### src/rtl/serial_add_pkg.sv
// serial_add_pkg: shared definitions for the bit-serial adder scheduler.
//   - FSM state encodings (IDLE, LOAD, SHIFT, DONE) and the state_t enum
//   - ID_W: width of a requester identifier
package serial_add_pkg;

    localparam logic [1:0] IDLE  = 2'd0;
    localparam logic [1:0] LOAD  = 2'd1;
    localparam logic [1:0] SHIFT = 2'd2;
    localparam logic [1:0] DONE  = 2'd3;

    localparam int ID_W = 1;

    typedef enum logic [1:0] {
        ST_IDLE  = IDLE,
        ST_LOAD  = LOAD,
        ST_SHIFT = SHIFT,
        ST_DONE  = DONE
    } state_t;

endpackage

### src/rtl/serial_add_bit.sv
// serial_add_bit: one-bit full adder with a carry flip-flop.
// The sum bit is combinational from the current operand bits and the stored
// carry; the carry register advances only when en is high.
//   clk   : clock
//   rst_n : asynchronous active-low reset (clears carry)
//   clr   : synchronous carry clear, has priority over en
//   en    : advance the carry by one bit position
//   a, b  : operand bits for the current position
//   s     : sum bit for the current position
module serial_add_bit (
    input  logic clk,
    input  logic rst_n,
    input  logic clr,
    input  logic en,
    input  logic a,
    input  logic b,
    output logic s
);

    logic carry;

    assign s = a ^ b ^ carry;

    always_ff @(posedge clk or negedge rst_n) begin
        if (!rst_n) begin
            carry <= 1'b0;
        end else if (clr) begin
            carry <= 1'b0;
        end else if (en) begin
            carry <= (a & b) | (a & carry) | (b & carry);
        end
    end

endmodule

### src/rtl/serial_add_sched.sv
// serial_add_sched: shares one bit-serial adder between two requesters.
// A round-robin arbiter picks a requester in IDLE, its operands are captured,
// the sum is built LSB-first over WIDTH+1 clocks, and a done pulse tagged
// with the requester ID presents the WIDTH+1-bit result.
//   clk      : clock, all state on posedge
//   rst_n    : asynchronous active-low reset
//   req[1:0] : per-requester request, held with operands until its gnt bit
//   a0, b0   : requester 0 operands
//   a1, b1   : requester 1 operands
//   gnt[1:0] : one-hot, one-cycle grant (operands captured)
//   busy     : high while in LOAD, SHIFT or DONE
//   done     : one-cycle pulse, result valid
//   done_id  : requester owning result, held until the next done
//   result   : {carry, sum bits}
module serial_add_sched
    import serial_add_pkg::*;
#(
    parameter int WIDTH = 3
) (
    input  logic             clk,
    input  logic             rst_n,
    input  logic [1:0]       req,
    input  logic [WIDTH-1:0] a0,
    input  logic [WIDTH-1:0] b0,
    input  logic [WIDTH-1:0] a1,
    input  logic [WIDTH-1:0] b1,
    output logic [1:0]       gnt,
    output logic             busy,
    output logic             done,
    output logic [ID_W-1:0]  done_id,
    output logic [WIDTH:0]   result
);

    // Counter must be able to hold the value WIDTH.
    localparam int CNT_W = (WIDTH > 1) ? $clog2(WIDTH + 1) : 1;

    state_t           state;
    state_t           next_state;
    logic [ID_W-1:0]  last_winner;
    logic [ID_W-1:0]  winner;
    logic [ID_W-1:0]  pick;
    logic [WIDTH:0]   op_a;
    logic [WIDTH:0]   op_b;
    logic [CNT_W-1:0] cnt;
    logic             capture;
    logic             shift_en;
    logic             sum_bit;

    // Round-robin: on a tie the requester that did not win last time goes.
    always_comb begin
        pick = '0;
        if (req == 2'b11) begin
            pick = ~last_winner;
        end else if (req[1]) begin
            pick = ID_W'(1);
        end
    end

    assign capture  = (state == ST_IDLE) && (req != 2'b00);
    assign shift_en = (state == ST_SHIFT);

    serial_add_bit u_bit (
        .clk   (clk),
        .rst_n (rst_n),
        .clr   (capture),
        .en    (shift_en),
        .a     (op_a[0]),
        .b     (op_b[0]),
        .s     (sum_bit)
    );

    // Next-state logic.
    always_comb begin
        next_state = state;
        case (state)
            ST_IDLE:  if (capture) next_state = ST_LOAD;
            ST_LOAD:  next_state = ST_SHIFT;
            ST_SHIFT: if (cnt == CNT_W'(WIDTH)) next_state = ST_DONE;
            ST_DONE:  next_state = ST_IDLE;
            default:  next_state = ST_IDLE;
        endcase
    end

    always_ff @(posedge clk or negedge rst_n) begin
        if (!rst_n) begin
            state <= ST_IDLE;
        end else begin
            state <= next_state;
        end
    end

    // Outputs are registered from next_state so they change only on the
    // clock edge and line up with the state they describe.
    always_ff @(posedge clk or negedge rst_n) begin
        if (!rst_n) begin
            gnt     <= 2'b00;
            busy    <= 1'b0;
            done    <= 1'b0;
            done_id <= '0;
        end else begin
            gnt <= 2'b00;
            if (next_state == ST_LOAD) begin
                gnt <= (pick != '0) ? 2'b10 : 2'b01;
            end
            busy <= (next_state != ST_IDLE);
            done <= (next_state == ST_DONE);
            if (next_state == ST_DONE) begin
                done_id <= winner;
            end
        end
    end

    // Operand capture, shift registers, bit counter and result deserialiser.
    always_ff @(posedge clk or negedge rst_n) begin
        if (!rst_n) begin
            op_a        <= '0;
            op_b        <= '0;
            result      <= '0;
            cnt         <= '0;
            winner      <= '0;
            last_winner <= ID_W'(1);
        end else if (capture) begin
            winner      <= pick;
            last_winner <= pick;
            op_a        <= (pick != '0) ? {1'b0, a1} : {1'b0, a0};
            op_b        <= (pick != '0) ? {1'b0, b1} : {1'b0, b0};
            result      <= '0;
        end else if (state == ST_LOAD) begin
            cnt <= '0;
        end else if (shift_en) begin
            op_a   <= op_a >> 1;
            op_b   <= op_b >> 1;
            result <= {sum_bit, result[WIDTH:1]};
            cnt    <= cnt + 1'b1;
        end
    end

endmodule

### config.mk
export PLATFORM = sky130hd
export DESIGN_NAME = serial_add_sched
export DESIGN_NICKNAME = d
export VERILOG_FILES = /design/src/rtl/serial_add_pkg.sv /design/src/rtl/serial_add_bit.sv /design/src/rtl/serial_add_sched.sv
export SDC_FILE = /design/constraint.sdc
export NUM_CORES = 1
export LEC_CHECK = 0
export BUFFER_PORTS_ARGS = -buffer_cell sky130_fd_sc_hd__buf_2
export CAP_MARGIN = 15
export CORE_MARGIN = 5
export CORE_UTILIZATION = 35
export DETAILED_ROUTE_END_ITERATION = 6
export HOLD_SLACK_MARGIN = 0.12
export SYNTH_ARGS = -nofsm -noshare
export SYNTH_HDL_FRONTEND = slang
export SYNTH_SLANG_ARGS = --single-unit
### constraint.sdc
create_clock -name clk -period 1.8 [get_ports clk]
set_input_delay 0.36 -clock clk [delete_from_list [all_inputs] [get_ports clk]]
set_output_delay 0.36 -clock clk [all_outputs]
set_load 0.005 [all_outputs]
==> results.sh <==
export IMPL_diodes=0
export IMPL_min_to="last_winner$_DFFE_PN1P_"
export IMPL_path_cells="inv_1 > ha_1 > or4b_4 > o211ai_2 > mux2_4"
export IMPL_yosys_area_share_simple_pct=8.82
export IMPL_dp_hpwl_um=1740
export IMPL_cts_sinks=22
export IMPL_globalRouteOverflowTotal=0
export IMPL_required_ns=2.01
export IMPL_cts_setup_buffers=0
export IMPL_worstSetupEndpointType="flip-flop"
export IMPL_dp_slack_ns=0.126
export IMPL_clockBufferDepth=2
export IMPL_insertion_delay_ns=0.31
export IMPL_maxSlewHeadroom_pct=65.3
export IMPL_crit_arrival_ns=1.92
export IMPL_fmax_mhz=585
export IMPL_multi_input_area_um2=444
export IMPL_cellInternalPower_mw=1.36
export IMPL_portBuffers=24
export IMPL_drive_above_1_share_pct=30.6
export IMPL_ios=25
export IMPL_maxCapViolCount=0
export IMPL_grt_max_degree=23
export IMPL_period_minus_slack_ns=1.71
export IMPL_hold_depth=2
export IMPL_setup_violations=0
export IMPL_switching_share_pct=40.0
export IMPL_syn_inst=93
export IMPL_gr_usage_all_layers_pct=13.5
export IMPL_coreArea_um2=2980
export IMPL_cp_start_kind="flip-flop"
export IMPL_critPathSlowestCell="or4b_4"
export IMPL_worst_ir_drop_vdd_mv=0.516
export IMPL_start_util_pct=35.7
export IMPL_r2r_start="state[0]$_DFF_PN0_"
export IMPL_first_global_vias=889
export IMPL_dieWidth_um=65.1
export IMPL_final_seq_area_um2=552
export IMPL_layout_common_cells="buf_2, dfrtp_1, inv_1"
export IMPL_synth_top_area_share_pct=49.4
export IMPL_die_area_um2=4240
export IMPL_power_frac_comb_pct=49.4
export IMPL_status="finished clean"
export IMPL_detail_route_wl_per_cell_um=15.9
export IMPL_grt_setup_unrepaired="false"
export IMPL_antenna_found_initial=0
export IMPL_final_common_cell="buf_2"
export IMPL_pwr_share_seq_pct=38.3
export IMPL_die_h_um=65.1
export IMPL_powerDensity_nw_per_um2=1790
export IMPL_clk_pin_slew_ns=0.12
export IMPL_critical_path_reg2reg_endpoint="done_id$_DFFE_PN0N_"
export IMPL_synthMuxAreaShare_pct=4.35
export IMPL_tightestPinTransition_ns=0.515
export IMPL_syn_cell_area_um2=1060
export IMPL_syn_num_nets=115
export IMPL_cpPeakStageDelay_ns=0.47
export IMPL_synth_compound_gate_area_share_pct=20.4
export IMPL_synthTopCellsByArea="dfrtp_1, ha_1, a22o_1"
export IMPL_cts_tree="done"
export IMPL_num_vias=815
export IMPL_final_area_um2=1270
export IMPL_ys_warn_count=0
export IMPL_yosys_area_top_type="dfrtp_1"
export IMPL_final_net_count=144
export IMPL_path_class="reg -> reg"
export IMPL_gp_congestion=0.774
export IMPL_ys_types=30
export IMPL_min_from="req[0]"
export IMPL_hp_class="in -> reg"
export IMPL_r2r_cells=5
export IMPL_power_share_clock_pct=12.3
export IMPL_cts_buffers=3
export IMPL_synth_fa_ha_area_share_pct=7.76
export IMPL_synth_xor_area_share_pct=0
export IMPL_fin_setup_tns_ns=0
export IMPL_crit_fanout=5
export IMPL_synth_seq_cells=22
export IMPL_syn_to_final_growth_pct=19.5
export IMPL_maxSlewViolCount=0
export IMPL_fp_row_count=20
export IMPL_cts_max_level=1
export IMPL_dr_pass1_iters=4
export IMPL_reg2reg_slack_ns=0.09
export IMPL_worst_slack_ns=0.0894
export IMPL_cts_root_buf="clkbuf_4"
export IMPL_filler_cell_count=284
export IMPL_period_share_pct=95.0
export IMPL_switchingPower_mw=0.908
export IMPL_routed_wl_um=2450
export IMPL_synth_seq_area_share_pct=51.9
export IMPL_skew_ns=0.00138
export IMPL_grt_pass1_wl_um=4350
export IMPL_power_leakage_nw=0.637
export IMPL_final_hold_viol_count=0
export IMPL_drc=0
export IMPL_p_total_mw=2.27
export IMPL_whs_ns=0.324
export IMPL_synth_top_family_by_area="compound AO/OA/AOI/OAI gates"
export IMPL_viasPerCell=5.29
export IMPL_drtIter0Drc=34
export IMPL_avgSynthCellArea_um2=11.4
export IMPL_place_area_um2=1220
export IMPL_postRouteAntennaNets=0
-- registers in the layout (all words and copies together) (netlist names) --
| register | count |
|---|---|
| cnt | 2 |
| result | 4 |
| done_id | 1 |
| u_bit.carry | 1 |
| op_b | 3 |
| winner | 1 |
| busy | 1 |
| gnt | 2 |
| state | 2 |
| done | 1 |
| op_a | 3 |
| last_winner | 1 |
-- metrics by stage --
stage | util (%) | instances
finish | 42.7 | 154
CTS | 42.5 | 154
global placement | 41.0 | 149
detailed placement | 41.0 | 149
global route | 42.7 | 154
floorplan | - | 93
-- logic make-up (layout without fill, tap and decap cells) --
logic type,after synthesis,count (layout)
AOI/OAI and AO/OA,29,29
DFF,22,22
and+or+nand+nor,16,16
buffers and inverters,16,44
adders and majority gates,6,6
muxes,4,4
-- timing repair --
action | CTS | global route
hold buffers | 1 | 0
setup endpoints to repair | 0 | 4
endpoints found under the hold margin | 21 | 0
resized for setup | 0 | 1
-- worst max path at each step --
stage / from / end / slack [ns] / depth (start not counted)
global route: state[0]$_DFF_PN0_ / result[1]$_DFFE_PN0P_ / 0.002 / 6
global placement: state[0]$_DFF_PN0_ / done_id$_DFFE_PN0N_ / 0.17 / 5
finish: state[0]$_DFF_PN0_ / done_id$_DFFE_PN0N_ / 0.09 / 5
floorplan: state[0]$_DFF_PN0_ / result[1]$_DFFE_PN0P_ / 0.19 / 7
detailed placement: state[0]$_DFF_PN0_ / done_id$_DFFE_PN0N_ / 0.13 / 5
CTS: state[0]$_DFF_PN0_ / done_id$_DFFE_PN0N_ / 0.09 / 5
-- layer usage --
layer	routed length, µm	global-route usage [%]
met1	1110	17.0
met2	1240	23.0
met3	70	1.37
met4	27	6.99
met5	0	0
-- critical path: cells and delay by family, from the launching register on --
kind	cells	cell delay, ns
AOI/OAI and AO/OA	1	0.10
adders and majority gates	1	0.17
buffers and inverters	1	0.11
DFF	1	0.46
muxes	1	0.31
and+or+nand+nor	1	0.47
-- power by group through the flow --
stage | sequential [mW] | combinational [mW] | clock (mW)
after detailed placement | 0.876 | 1.10 | 0
final | 0.870 | 1.12 | 0.279
after CTS | 0.869 | 1.12 | 0.289
after global placement | 0.860 | 1.07 | 0
after floorplan | 0.850 | 0.810 | 0
after global routing | 0.909 | 1.27 | 0.314
-- synth_stat cells, drive strengths merged --
master   number
dfstp         1
a21o          1
mux2          2
o21a          2
nand2b        2
a211oi        1
nor3b         1
mux2i         2
a22o          6
dfrtp        21
nand4         4
inv          12
a21boi        1
fa            1
o21ai         6
nor2          3
o2bb2ai       2
o211ai        1
nand2         2
buf           3
ha            5
clkbuf        1
or4b          1
nor3          2
a31oi         5
a32oi         4
and2          1
-- final cells by class --
cell class / instances / share of cell area [%]
Inverter: 12 / 3.54
Tap cell: 33 / 3.25
Timing Repair Buffer: 28 / 12.0
Clock buffer: 4 / 2.85
Sequential cell: 22 / 43.4
Multi-Input combinational cell: 55 / 34.9
Power figures use the tool's default switching activity.
